===== config.mk =====
export PLATFORM = sky130hd
export DESIGN_NAME = step_addr_counter_flat
export DESIGN_NICKNAME = d
export VERILOG_FILES = /design/src/rtl/step_addr_counter_if.sv /design/src/rtl/step_addr_counter.sv /design/src/flat_wrapper.sv
export SDC_FILE = /design/constraint.sdc
export NUM_CORES = 1
export LEC_CHECK = 0
export ABC_AREA = 1
export CORE_MARGIN = 10
export CORE_UTILIZATION = 28
export DETAILED_ROUTE_END_ITERATION = 8
export SLEW_MARGIN = 25
export SYNTH_ARGS = -nofsm -noshare
export SYNTH_HDL_FRONTEND = slang
export SYNTH_SLANG_ARGS = --single-unit

===== constraint.sdc =====
create_clock -name CLK -period 2.6 [get_ports CLK]
set_input_delay 0.26 -clock CLK [delete_from_list [all_inputs] [get_ports CLK]]
set_output_delay 0.26 -clock CLK [all_outputs]
set_load 0.02 [all_outputs]

===== src/rtl/step_addr_counter_if.sv =====
// step_addr_counter_if: control/status bundle for step_addr_counter.
//   EN, CLR, LOAD, LOAD_VAL, DIR, SAT, LIMIT : sequencer -> counter
//   OUT, STEP, TC, DONE                      : counter -> sequencer
//   OUT_GRAY                                 : counter -> sequencer, only with
//                                              STEP_ADDR_COUNTER_GRAY_EN defined
// master = sequencer side, slave = counter side.
interface step_addr_counter_if #(
    parameter int unsigned WIDTH = 16
);
    logic             EN;
    logic             CLR;
    logic             LOAD;
    logic [WIDTH-1:0] LOAD_VAL;
    logic             DIR;
    logic             SAT;
    logic [WIDTH-1:0] LIMIT;
    logic [WIDTH-1:0] OUT;
    logic             STEP;
    logic             TC;
    logic             DONE;
`ifdef STEP_ADDR_COUNTER_GRAY_EN
    logic [WIDTH-1:0] OUT_GRAY;

    modport master (
        output EN, CLR, LOAD, LOAD_VAL, DIR, SAT, LIMIT,
        input  OUT, STEP, TC, DONE, OUT_GRAY
    );
    modport slave (
        input  EN, CLR, LOAD, LOAD_VAL, DIR, SAT, LIMIT,
        output OUT, STEP, TC, DONE, OUT_GRAY
    );
`else
    modport master (
        output EN, CLR, LOAD, LOAD_VAL, DIR, SAT, LIMIT,
        input  OUT, STEP, TC, DONE
    );
    modport slave (
        input  EN, CLR, LOAD, LOAD_VAL, DIR, SAT, LIMIT,
        output OUT, STEP, TC, DONE
    );
`endif
endinterface


===== src/rtl/step_addr_counter.sv =====
// step_addr_counter: prescaled up/down address counter for march/repair sweeps.
// While EN is high, OUT steps once after FIRST_DIV enabled edges, then once
// every STEP_DIV enabled edges. Terminal value is LIMIT counting up and 0
// counting down; at the terminal OUT wraps (SAT=0) or holds (SAT=1).
// Ports:
//   CLK  : clock, rising edge
//   RSTN : asynchronous active-low reset
//   bus  : step_addr_counter_if.slave (EN/CLR/LOAD/LOAD_VAL/DIR/SAT/LIMIT in,
//          OUT/STEP/TC/DONE out)
// Optional feature macro STEP_ADDR_COUNTER_GRAY_EN adds bus.OUT_GRAY, the
// Gray code of OUT, registered on the same edge as OUT.
module step_addr_counter #(
    parameter int unsigned WIDTH     = 16,
    parameter int unsigned FIRST_DIV = 5,
    parameter int unsigned STEP_DIV  = 4
) (
    input logic              CLK,
    input logic              RSTN,
    step_addr_counter_if.slave bus
);
    localparam int unsigned DIV_MAX = (FIRST_DIV > STEP_DIV) ? FIRST_DIV : STEP_DIV;
    localparam int unsigned DIV_W   = (DIV_MAX > 1) ? $clog2(DIV_MAX) : 1;

    localparam logic [DIV_W-1:0] FIRST_LAST = DIV_W'(FIRST_DIV - 1);
    localparam logic [DIV_W-1:0] STEP_LAST  = DIV_W'(STEP_DIV - 1);
    localparam logic [DIV_W-1:0] CNT_ONE    = DIV_W'(1);
    localparam logic [WIDTH-1:0] OUT_ONE    = WIDTH'(1);

    typedef enum logic [0:0] {PhFirst, PhRun} phase_e;

    phase_e           phase_q;
    logic [DIV_W-1:0] cnt_q;
    logic [WIDTH-1:0] out_q;
    logic             step_q;
    logic             tc_q;
    logic             done_q;

    logic             step_evt;
    logic [WIDTH-1:0] term;
    logic [WIDTH-1:0] step_val;
    logic             step_pulse;
    logic             tc_pulse;

    // Result of a step event; only committed when step_evt fires.
    always_comb begin
        step_evt   = bus.EN && (((phase_q == PhFirst) && (cnt_q == FIRST_LAST)) ||
                                ((phase_q == PhRun)   && (cnt_q == STEP_LAST)));
        term       = bus.DIR ? '0 : bus.LIMIT;
        step_val   = out_q;
        step_pulse = 1'b0;
        tc_pulse   = 1'b0;
        if (out_q != term) begin
            step_val   = bus.DIR ? (out_q - OUT_ONE) : (out_q + OUT_ONE);
            step_pulse = 1'b1;
            tc_pulse   = (step_val == term);
        end else if (!bus.SAT) begin
            // Wrap lands on the far end; not a terminal hit.
            step_val   = bus.DIR ? bus.LIMIT : '0;
            step_pulse = 1'b1;
        end
    end

    always_ff @(posedge CLK or negedge RSTN) begin
        if (!RSTN) begin
            phase_q <= PhFirst;
            cnt_q   <= '0;
            out_q   <= '0;
            step_q  <= 1'b0;
            tc_q    <= 1'b0;
            done_q  <= 1'b0;
        end else if (bus.CLR) begin
            phase_q <= PhFirst;
            cnt_q   <= '0;
            out_q   <= '0;
            step_q  <= 1'b0;
            tc_q    <= 1'b0;
            done_q  <= 1'b0;
        end else if (bus.LOAD) begin
            phase_q <= PhFirst;
            cnt_q   <= '0;
            out_q   <= bus.LOAD_VAL;
            step_q  <= 1'b0;
            tc_q    <= 1'b0;
            done_q  <= 1'b0;
        end else if (!bus.EN) begin
            phase_q <= PhFirst;
            cnt_q   <= '0;
            step_q  <= 1'b0;
            tc_q    <= 1'b0;
        end else if (step_evt) begin
            // Prescaler keeps running even when a saturated step holds OUT.
            phase_q <= PhRun;
            cnt_q   <= '0;
            out_q   <= step_val;
            step_q  <= step_pulse;
            tc_q    <= tc_pulse;
            done_q  <= done_q | tc_pulse;
        end else begin
            cnt_q   <= cnt_q + CNT_ONE;
            step_q  <= 1'b0;
            tc_q    <= 1'b0;
        end
    end

    assign bus.OUT  = out_q;
    assign bus.STEP = step_q;
    assign bus.TC   = tc_q;
    assign bus.DONE = done_q;

`ifdef STEP_ADDR_COUNTER_GRAY_EN
    logic [WIDTH-1:0] gray_q;
    logic [WIDTH-1:0] out_d;

    // Mirror of the OUT next-state so the Gray register updates on the same edge.
    always_comb begin
        out_d = out_q;
        if (bus.CLR) begin
            out_d = '0;
        end else if (bus.LOAD) begin
            out_d = bus.LOAD_VAL;
        end else if (step_evt) begin
            out_d = step_val;
        end
    end

    always_ff @(posedge CLK or negedge RSTN) begin
        if (!RSTN) begin
            gray_q <= '0;
        end else begin
            gray_q <= out_d ^ (out_d >> 1);
        end
    end

    assign bus.OUT_GRAY = gray_q;
`else
    // Gray output absent in this build.
`endif
endmodule


===== src/flat_wrapper.sv =====
// flat-port wrapper written by rule: the top's interface ports become plain ports
module step_addr_counter_flat 
#(
    parameter int unsigned WIDTH     = 16,
    parameter int unsigned FIRST_DIV = 5,
    parameter int unsigned STEP_DIV  = 4
)
  (CLK, RSTN, bus_EN, bus_CLR, bus_LOAD, bus_LOAD_VAL, bus_DIR, bus_SAT, bus_LIMIT, bus_OUT, bus_STEP, bus_TC, bus_DONE);
  step_addr_counter_if #(.WIDTH(WIDTH)) bus_i ();
  input logic CLK;
  input logic RSTN;
  input wire logic [$bits(bus_i.EN)-1:0] bus_EN;
  input wire logic [$bits(bus_i.CLR)-1:0] bus_CLR;
  input wire logic [$bits(bus_i.LOAD)-1:0] bus_LOAD;
  input wire logic [$bits(bus_i.LOAD_VAL)-1:0] bus_LOAD_VAL;
  input wire logic [$bits(bus_i.DIR)-1:0] bus_DIR;
  input wire logic [$bits(bus_i.SAT)-1:0] bus_SAT;
  input wire logic [$bits(bus_i.LIMIT)-1:0] bus_LIMIT;
  output wire logic [$bits(bus_i.OUT)-1:0] bus_OUT;
  output wire logic [$bits(bus_i.STEP)-1:0] bus_STEP;
  output wire logic [$bits(bus_i.TC)-1:0] bus_TC;
  output wire logic [$bits(bus_i.DONE)-1:0] bus_DONE;
  assign bus_i.EN = bus_EN;
  assign bus_i.CLR = bus_CLR;
  assign bus_i.LOAD = bus_LOAD;
  assign bus_i.LOAD_VAL = bus_LOAD_VAL;
  assign bus_i.DIR = bus_DIR;
  assign bus_i.SAT = bus_SAT;
  assign bus_i.LIMIT = bus_LIMIT;
  assign bus_OUT = bus_i.OUT;
  assign bus_STEP = bus_i.STEP;
  assign bus_TC = bus_i.TC;
  assign bus_DONE = bus_i.DONE;
  step_addr_counter #(.WIDTH(WIDTH), .FIRST_DIV(FIRST_DIV), .STEP_DIV(STEP_DIV)) u_core (.CLK(CLK), .RSTN(RSTN), .bus(bus_i));
endmodule

; Word-level counts from Yosys, hierarchy flattened
; Cells that the tools add are included.
[totals]
out_inout_bits = 19
ff_bits = 23
elab_cells = 57
in_bits = 39
[classes]
eq_ne = 6
n_addsub = 3
bitwise_logic = 2
n_reduce_logical = 8
n_mux = 32
[ops]
columns = op, count
row1 = $mux 16, 9
row2 = $mux 1, 19
row3 = $add 16x1->16 const B, 1
row4 = $eq 16x16->1, 1
row5 = $ne 16x16->1, 1
row6 = $sub 16x1->16 const B, 1
row7 = $mux 3, 4
row8 = $reduce_bool 3->1, 2
row9 = $ne 4x1->1 const B, 1
row10 = $ne 4x3->1 const B, 1
row11 = $add 3x1->3 const B, 1
row12 = $eq 3x2->1 const B, 1
row13 = $eq 3x3->1 const B, 1
row14 = $logic_and 1x1->1, 3
row15 = $reduce_and 3->1, 1
row16 = $reduce_and 2->1, 1
row17 = $logic_or 1x1->1, 1
row18 = $not 1->1, 1
row19 = $or 1x1->1, 1

; Longest topological paths before layout
; Gate-level depths: netlist (run 1).
[logic_depth]
word_depth = 9
mapped_depth = 20
depth_no_buf = 18

; Worst setup path before layout (run 1)
; OpenSTA, ideal clock, no wires.
[synth_path]
path_type = register -> register
from = register u_core.out_q[0], in the netlist u_core.bus.OUT[0]
to = register u_core.tc_q, in the netlist u_core.bus.TC
path_buffers = 0
synth_period_minus_slack_ps = 2127
slack_ps = 473
t_required_ps = 2529
arrival_time_ps = 2056
path_stages_with_launch = 18
setup_ps = 71
cell_sequence = dfrtp_1 -> inv_1 -> fa_1 -> inv_1 -> nand2_1 -> nand2_1 -> nand3_1 -> nand2_1 -> nand2_1 -> nand2_1 -> nand2_1 -> nand3_1 -> nand2_1 -> inv_1 -> nand2_1 -> nor2_1 -> nand3_1 -> nor2_1
[synth_via]
elab_chain_len = 8
elab_cells_between_ends = 10
cone_classes = add/sub (2) / eq/ne (2) / mux (6)
[synth_rtl]
columns = element, line
row1 = "start, declared", step_addr_counter.sv:33  ; logic [WIDTH-1:0] out_q;
row2 = "start signal, assigned", step_addr_counter.sv:81  ; out_q <= bus.LOAD_VAL;
row3 = "start signal, assigned", step_addr_counter.sv:94  ; out_q <= step_val;
row4 = $add 16x1->16 / $sub 16x1->16 (equally long branches), step_addr_counter.sv:53  ; step_val = bus.DIR ? (out_q - OUT_ONE) : (out_q + OUT_ONE);
row5 = $mux 16, step_addr_counter.sv:53
row6 = $eq 16x16->1, step_addr_counter.sv:55  ; tc_pulse = (step_val == term);
row7 = $mux 1 (*), step_addr_counter.sv:52  ; if (out_q != term) begin
row8 = $mux 1 (*), step_addr_counter.sv:90  ; end else if (step_evt) begin
row9 = $mux 1 (*), step_addr_counter.sv:85  ; end else if (!bus.EN) begin
row10 = $mux 1 (*), step_addr_counter.sv:78  ; end else if (bus.LOAD) begin
row11 = $mux 1 (*), step_addr_counter.sv:71  ; end else if (bus.CLR) begin
row12 = "end signal, assigned", step_addr_counter.sv:96  ; tc_q <= tc_pulse;
row13 = "end, declared", step_addr_counter.sv:35  ; logic tc_q;
; Mark *: on every way between the ends. The rest lies on a longest branch, timed or not.
; A chain may end at the register's enable or synchronous reset.

; Worst setup path in the final report (run 1)
[layout_path]
from = register u_core.out_q[2], in the netlist u_core.bus.OUT[2]
to = register u_core.done_q, in the netlist u_core.bus.DONE
[layout_via]
elab_chain_len = 9
elab_cells_between_ends = 11
cone_classes = add/sub (2) / eq/ne (2) / mux (6) / bitwise (1)
[layout_rtl]
columns = element, line
row1 = $add 16x1->16 / $sub 16x1->16 (equally long branches), step_addr_counter.sv:53
row2 = $mux 16, step_addr_counter.sv:53
row3 = $eq 16x16->1, step_addr_counter.sv:55
row4 = $mux 1 (*), step_addr_counter.sv:52
row5 = $or 1x1->1 (*), step_addr_counter.sv:97  ; done_q <= done_q | tc_pulse;
row6 = $mux 1 (*), step_addr_counter.sv:90
row7 = $mux 1 (*), step_addr_counter.sv:85
row8 = $mux 1 (*), step_addr_counter.sv:78
row9 = $mux 1 (*), step_addr_counter.sv:71
row10 = "end signal, assigned", step_addr_counter.sv:97
row11 = "end, declared", step_addr_counter.sv:36  ; logic done_q;
; Mark *: on every way between the ends. The rest lies on a longest branch, timed or not. The select of a mux whose other input is x is not followed.

==> run metrics, run 1 <==
sequential cell area fraction in the yosys report=0.1836; detailed-router iteration count before antenna repair=5; top post-synthesis cells by count=194 x nand2_1, 80 x inv_1, 76 x nand3_1; area leader, netlist=nand2_1; number of global-route vias before repair=3768; Routed WL=11600 um; final hold slack=0.3321 ns; EDFF count, synth=0; area post-placement=0.004204 mm^2; R2R depth=14; run status=completed; global placement routability congestion=0.9323; final period utilization=0.9048; Worst setup SP type=flip-flop; total power after layout=between 1.5 and 2 mW; share of layout cells above drive strength 1=0.1290; RSZ-0062 raised after global routing=no; CTS tree=done; worst r2r src=u_core.bus.OUT[2]; Tightest Pin Transition=about 0.45 ns; Final Skew=0.005315 ns; Area Overhead vs Synth=37.60%; Peak VDD IR=0.0001901 V; Leak Pwr=2.338 nW; Pwr Density=between 400 and 500 mW/mm^2; flop2flop setup slack=0.25 ns; core footprint=around 0.011 mm^2; Num Clock Sinks=23; critical path arrival=2.57 ns; Synth Instances=between 500 and 600; WL/cell=14.51 um; initial antenna violation count=0; Initial Utilization=0.2879; CTS buffer count=3; Hold WC Path Type=primary input to asynchronous set/reset pin; Max Fclk=around 0.43 GHz; Clock Pin Slew Worst Setup and Hold Paths=0.09 ns; fin. max-slew vios=0; Final ANT Viol Nets=0; kind of critical path=flip-flop to flip-flop; dominant synthesized flop cell=dfrtp_1; normalized max-slew margin=0.6947; Synth area leaders=nand2_1 23%, dfrtp_1 18%, nand3_1 12%; CP Data Required Time=2.82 ns; Yosys reg bits=23; clk_lat worst skew=0.28 ns; pin count of the biggest net entering global routing=28; ANT cells=0; Cell Area, Synth=0.003134 mm^2; boundary pin count=58; hold buffer count at CTS=0; num rows=38; most common cell in the netlist=nand2_1; final hold viol count=0; Ys Warns=0; Max-Cap Viols=0; drt drc=0; area share of the largest cell type after synthesis=0.2323; Port Buffers=57; crit end category=flip-flop; die area=0.01583 mm^2; Max Buffers Root-to-Sink=2; nets=around 720; crit path time final=2.353 ns; first-pass GRT wire length=18740 um; syn avg cell area=5.678 um^2; Die X=125.8 um; Net Count, Synth=609; Post-synth ARST share=1.000; GRT Total Usage=0.1390; GRT Residual Overflow=0; DR iter-0 viols=251; vias per inst=4.911; CTS root buf=clkbuf_8; Final setup viols=0; CTS HTree Levels=1; HPWL Detailed=9692 um; DR vias=3924; Critical R2R Capture=u_core.bus.DONE; die height=125.8 um; number of distinct library cells after synthesis=32; final instance area=0.004313 mm^2; crit-path max FO=5
[where the power goes]
group          switching [mW]  internal (mW)  total, mW
Sequential             0.0515          0.391      0.443
Clock                   0.132          0.108      0.240
Combinational           0.664          0.518       1.18
[cells in the final DEF (no fill, tap or decap), types with 10 or more instances in the layout]
cell	synthesis	final
nor2_1	47	47
ha_1	17	17
a21oi_1	20	20
nand2_1	194	193
buf_4	0	54
nand2_2	9	10
inv_1	80	80
nand3_1	76	76
clkdlybuf4s50_1	0	56
dfrtp_1	23	21
o21ai_0	16	16
[stage by stage]
step | worst slack, ns | util | cells | setup TNS, ns
after floorplan | 0.4729 | - | 552 | 0
after global placement | -0.09753 | 0.3861 | 790 | -0.1479
after detailed placement | -0.1339 | 0.3861 | 790 | -0.2429
after CTS | 0.1477 | 0.3904 | 794 | 0
after global routing | 0.008994 | 0.3961 | 799 | 0
final | 0.2474 | 0.3961 | 799 | 0
[layer usage]
layer	share of wire	wire, um	vias to the layer above	global-route usage
met1	0.45	5272	1791	0.1859
met5	0	0	-	0
li1	-	-	1978	-
met3	0.070	813	9	0.01678
met4	0.0076	88	0	0.02478
met2	0.47	5422	146	0.2354
[worst max path at each step]
stage,start,to,depth (start not counted)
after global placement,bus_DIR,u_core.bus.DONE,16
after detailed placement,bus_DIR,u_core.bus.DONE,16
after global routing,u_core.bus.OUT[2],u_core.bus.DONE,14
after CTS,bus_DIR,u_core.bus.DONE,16
final,u_core.bus.OUT[2],u_core.bus.DONE,14
after floorplan,u_core.bus.OUT[0],u_core.bus.TC,17
[flip-flops by register name (all words and copies together) (netlist names)]
| signal | cells |
|---|---|
| u_core.bus.STEP | 1 |
| u_core.bus.TC | 1 |
| u_core.cnt_q | 3 |
| u_core.bus.DONE | 1 |
| u_core.phase_q | 1 |
| u_core.bus.OUT | 16 |
[worst max-delay path, stage by stage, from the launching register on]
cell and delay (ns):
dfrtp_1 0.45, ha_1 0.37, a21oi_1 0.25, nand2_1 0.15
nand2_1 0.11, nand2_1 0.09, nand2_1 0.14, nand2_1 0.10
nand2_1 0.09, nand3b_1 0.08, nor2_1 0.11, nand2_1 0.07
nor2_1 0.09, nand3_1 0.10, nand2_1 0.08
[logic make-up (layout without fill, tap and decap cells)]
| logic type | Yosys count | count (layout) | synth area share |
|---|---|---|---|
| AND/OR/NAND/NOR | 355 | 355 | 0.4870 |
| buffers and inverters | 95 | 202 | 0.1381 |
| AO/OA/AOI/OAI | 59 | 59 | 0.1070 |
| flip-flops | 23 | 23 | 0.1836 |
| adder cells (fa/ha/maj) | 18 | 18 | 0.07425 |
| XOR/XNOR | 2 | 2 | 0.009980 |
[cell type report]
class	instances	area (um^2)
Clock buffer	3	41.29
Tap cell	140	175.2
Fill cell	1154	6575
Clock inverter	1	5.005
Timing Repair Buffer	115	1064
Multi-Input combinational cell	434	2128
Inverter	83	321.6
Sequential cell	23	578.1
[timing repair]
item | 4_1_cts | 5_1_grt
endpoints found under the setup margin | 0 | 2
buffers inserted | 0 | 4
gates resized for setup | 0 | 4
Power figures use the tool's default switching activity.
==> run 2: changes to the inputs <==
--- a/config.mk
+++ b/config.mk
@@ -9,6 +9,7 @@
 export CORE_MARGIN = 10
 export CORE_UTILIZATION = 28
 export DETAILED_ROUTE_END_ITERATION = 8
+export SETUP_SLACK_MARGIN = 0.15
 export SLEW_MARGIN = 25
 export SYNTH_ARGS = -nofsm -noshare
 export SYNTH_HDL_FRONTEND = slang
==> run 2 against run 1 <==
  * Combinational power about the same
  * Largest cell class unchanged
  * Critical path type unchanged
  * Maximum frequency up 5.8%
  * Cell area up 1.2%
==> run metrics, run 2 (synthesis results as in run 1) <==
WL/cell=14.49 um (-0.16%); Critical Path End=u_core.bus.DONE; GRT Residual Overflow=0 (unchanged); R2R depth=15 (+1); final period utilization=0.8552 (-0.04967); Crit-path slowest cell=dfrtp_2; clk_lat worst skew=0.28 ns (about the same); share of layout cells above drive strength 1=0.1513 (+0.02230); Die X=125.8 um (unchanged); nets=719 (+0.28%); detailed-router iteration count before antenna repair=5 (unchanged); max FFs per register=16 (unchanged); Initial Utilization=0.2879 (unchanged); Port Buffers=57 (unchanged); crit-path max FO=4 (-1); Routed WL=11610 um (about the same); origin of the worst setup path=u_core.bus.OUT[1]; CP Data Required Time=2.82 ns (about the same); most frequent cells in the layout=192 x nand2_1, 78 x inv_1, 75 x nand3_1, 56 x clkdlybuf4s50_1, 56 x buf_4; Final setup viols=0 (unchanged); Comb pwr share=0.637 (+0.003); HPWL Detailed=9692 um (unchanged); P_sw=0.8570 mW (+1.1%); crit path time final=2.223 ns (-0.1291 ns); Crit path top cell by count=nand2_1; Max Buffers Root-to-Sink=2 (unchanged); num rows=38 (unchanged); hold buffer count at CTS=0 (unchanged); CTS tree=done; max incr delay on CP=0.44 ns (about the same); DR vias=3892 (-0.82%); flop2flop setup slack=0.38 ns (+0.13 ns); run status=completed; number of global-route vias before repair=3768 (unchanged); CTS buffer count=3 (unchanged); final hold viol count=0 (unchanged); normalized max-slew margin=0.6765 (-0.01819); Hold WC Path Type=primary input to asynchronous set/reset pin; RSZ-0062 raised after global routing=no; Worst setup SP type=flip-flop; Num Clock Sinks=23 (unchanged); die height=125.8 um (unchanged); pin count of the biggest net entering global routing=28 (unchanged); worst r2r src=u_core.bus.OUT[1]; P_int=1.032 mW (+1.4%); Area Overhead vs Synth=39.28%; Peak VDD IR=0.0001918 V (+0.90%); crit-path cells=buf_4, ha_1, nand3_1, nand2_1, nand2_1, nand2_1, nand2_1, nand2_1, nand2_1, nand3b_1, nor2_1, nand2_1, nor2_1, nand3_1, nand2_1; Max-Cap Viols=0 (unchanged); Final ANT Viol Nets=0 (unchanged); fill count=1144 (-0.87%); Pwr Density=432.7 mW/mm^2 (about the same); Leak Pwr=2.341 nW (+0.12%); Register Area=583.1 um^2 (+0.87%); drt drc=0 (unchanged); Final Util=0.4009 (+0.004826); most common cell after layout, fill and taps aside=nand2_1; Clk pwr share=0.128 (about the same); switching portion of total power=0.4537 (-0.0008232); Clock Pin Slew Worst Setup and Hold Paths=0.09 ns (about the same); global placement routability congestion=0.9323 (unchanged); critical path arrival=2.44 ns (-0.13 ns); first-pass GRT wire length=18740 um (unchanged); core footprint=0.01089 mm^2 (unchanged); kind of critical path=flip-flop to flip-flop; vias per inst=4.859 (-1.1%); initial antenna violation count=0 (unchanged); boundary pin count=58 (unchanged); GRT Total Usage=0.1390 (unchanged); ANT cells=0 (unchanged); crit end category=flip-flop; die area=0.01583 mm^2 (unchanged); Tightest Pin Transition=0.4802 ns (+0.02701 ns); CTS root buf=clkbuf_8; CTS HTree Levels=1 (unchanged); Max Fclk=0.4498 GHz (+5.8%); total negative slack=0 ns (unchanged); Critical R2R Capture=u_core.bus.DONE; area of the multi-input gates=0.002161 mm^2 (+1.5%); Seq pwr share=0.235 (-0.002); fin. max-slew vios=0 (unchanged); Final Skew=0.003947 ns (-0.001368 ns); DR iter-0 viols=290 (+16%)
==> run 2: metal layers <==
layer  up-vias  GRT usage  share of wire
met3        11    0.01720          0.060
li1       1983          -              -
met1      1766     0.1857           0.46
met4         0    0.02411         0.0078
met5         -          0              0
met2       132     0.2357           0.47
==> run 2: area by class of cell <==
type | count | share of cell area
clock buffers | 3 | 0.009458
clock inverters | 1 | 0.001146
inverters | 83 | 0.07366
multi-input cells | 434 | 0.4950
flip-flops and latches | 23 | 0.1336
well taps | 140 | 0.04013
repair buffers | 117 | 0.2471
==> run 2: power by group through the flow <==
stage	Combinational [mW]	Sequential (mW)	Clock [mW]
floorplan	0.645	0.470	0
global placement	1.14	0.450	0
detailed placement	1.15	0.449	0
CTS	1.16	0.442	0.251
global route	1.34	0.450	0.260
finish	1.20	0.445	0.241
==> run 2: critical path: cells and delay by family, from the launching register on <==
| kind | cells | cell delay (ns) |
|---|---|---|
| buffers and inverters | 1 | 0.15 |
| AND/OR/NAND/NOR | 13 | 1.28 |
| adder cells (fa/ha/maj) | 1 | 0.30 |
| flip-flops | 1 | 0.44 |
==> run 2: worst min-delay path by stage <==
stage | depth (start not counted) | end | slack, ns
after global placement | 1 | u_core.cnt_q[0] | 0.44
after detailed placement | 1 | u_core.cnt_q[0] | 0.47
after global routing | 2 | u_core.bus.OUT[7] | 0.36
final | 2 | u_core.bus.DONE | 0.33
after CTS | 2 | u_core.bus.OUT[7] | 0.34
after floorplan | 0 | u_core.bus.DONE | -0.04
==> run 2: per-stage QoR <==
step	instances	worst slack, ns	total power [mW]	hold slack (ns)	area [um^2]
6_report	801	0.3766	1.889	0.3304	4365
3_3_place_gp	790	-0.09753	1.594	0.4429	4204
2_1_floorplan	552	0.4729	1.115	-0.03559	3134
3_5_place_dp	790	-0.1339	1.604	0.4668	4204
5_1_grt	801	0.1547	2.052	0.3609	4365
4_1_cts	794	0.1823	1.858	0.3387	4254
==> run 2: what timing repair did <==
action | CTS | global route
resized for setup | 1 | 16
setup endpoints to repair | 1 | 9
setup buffers | 0 | 6
cloned | 0 | 1
pin swaps | 0 | 1
hold endpoints to repair | 0 | 0
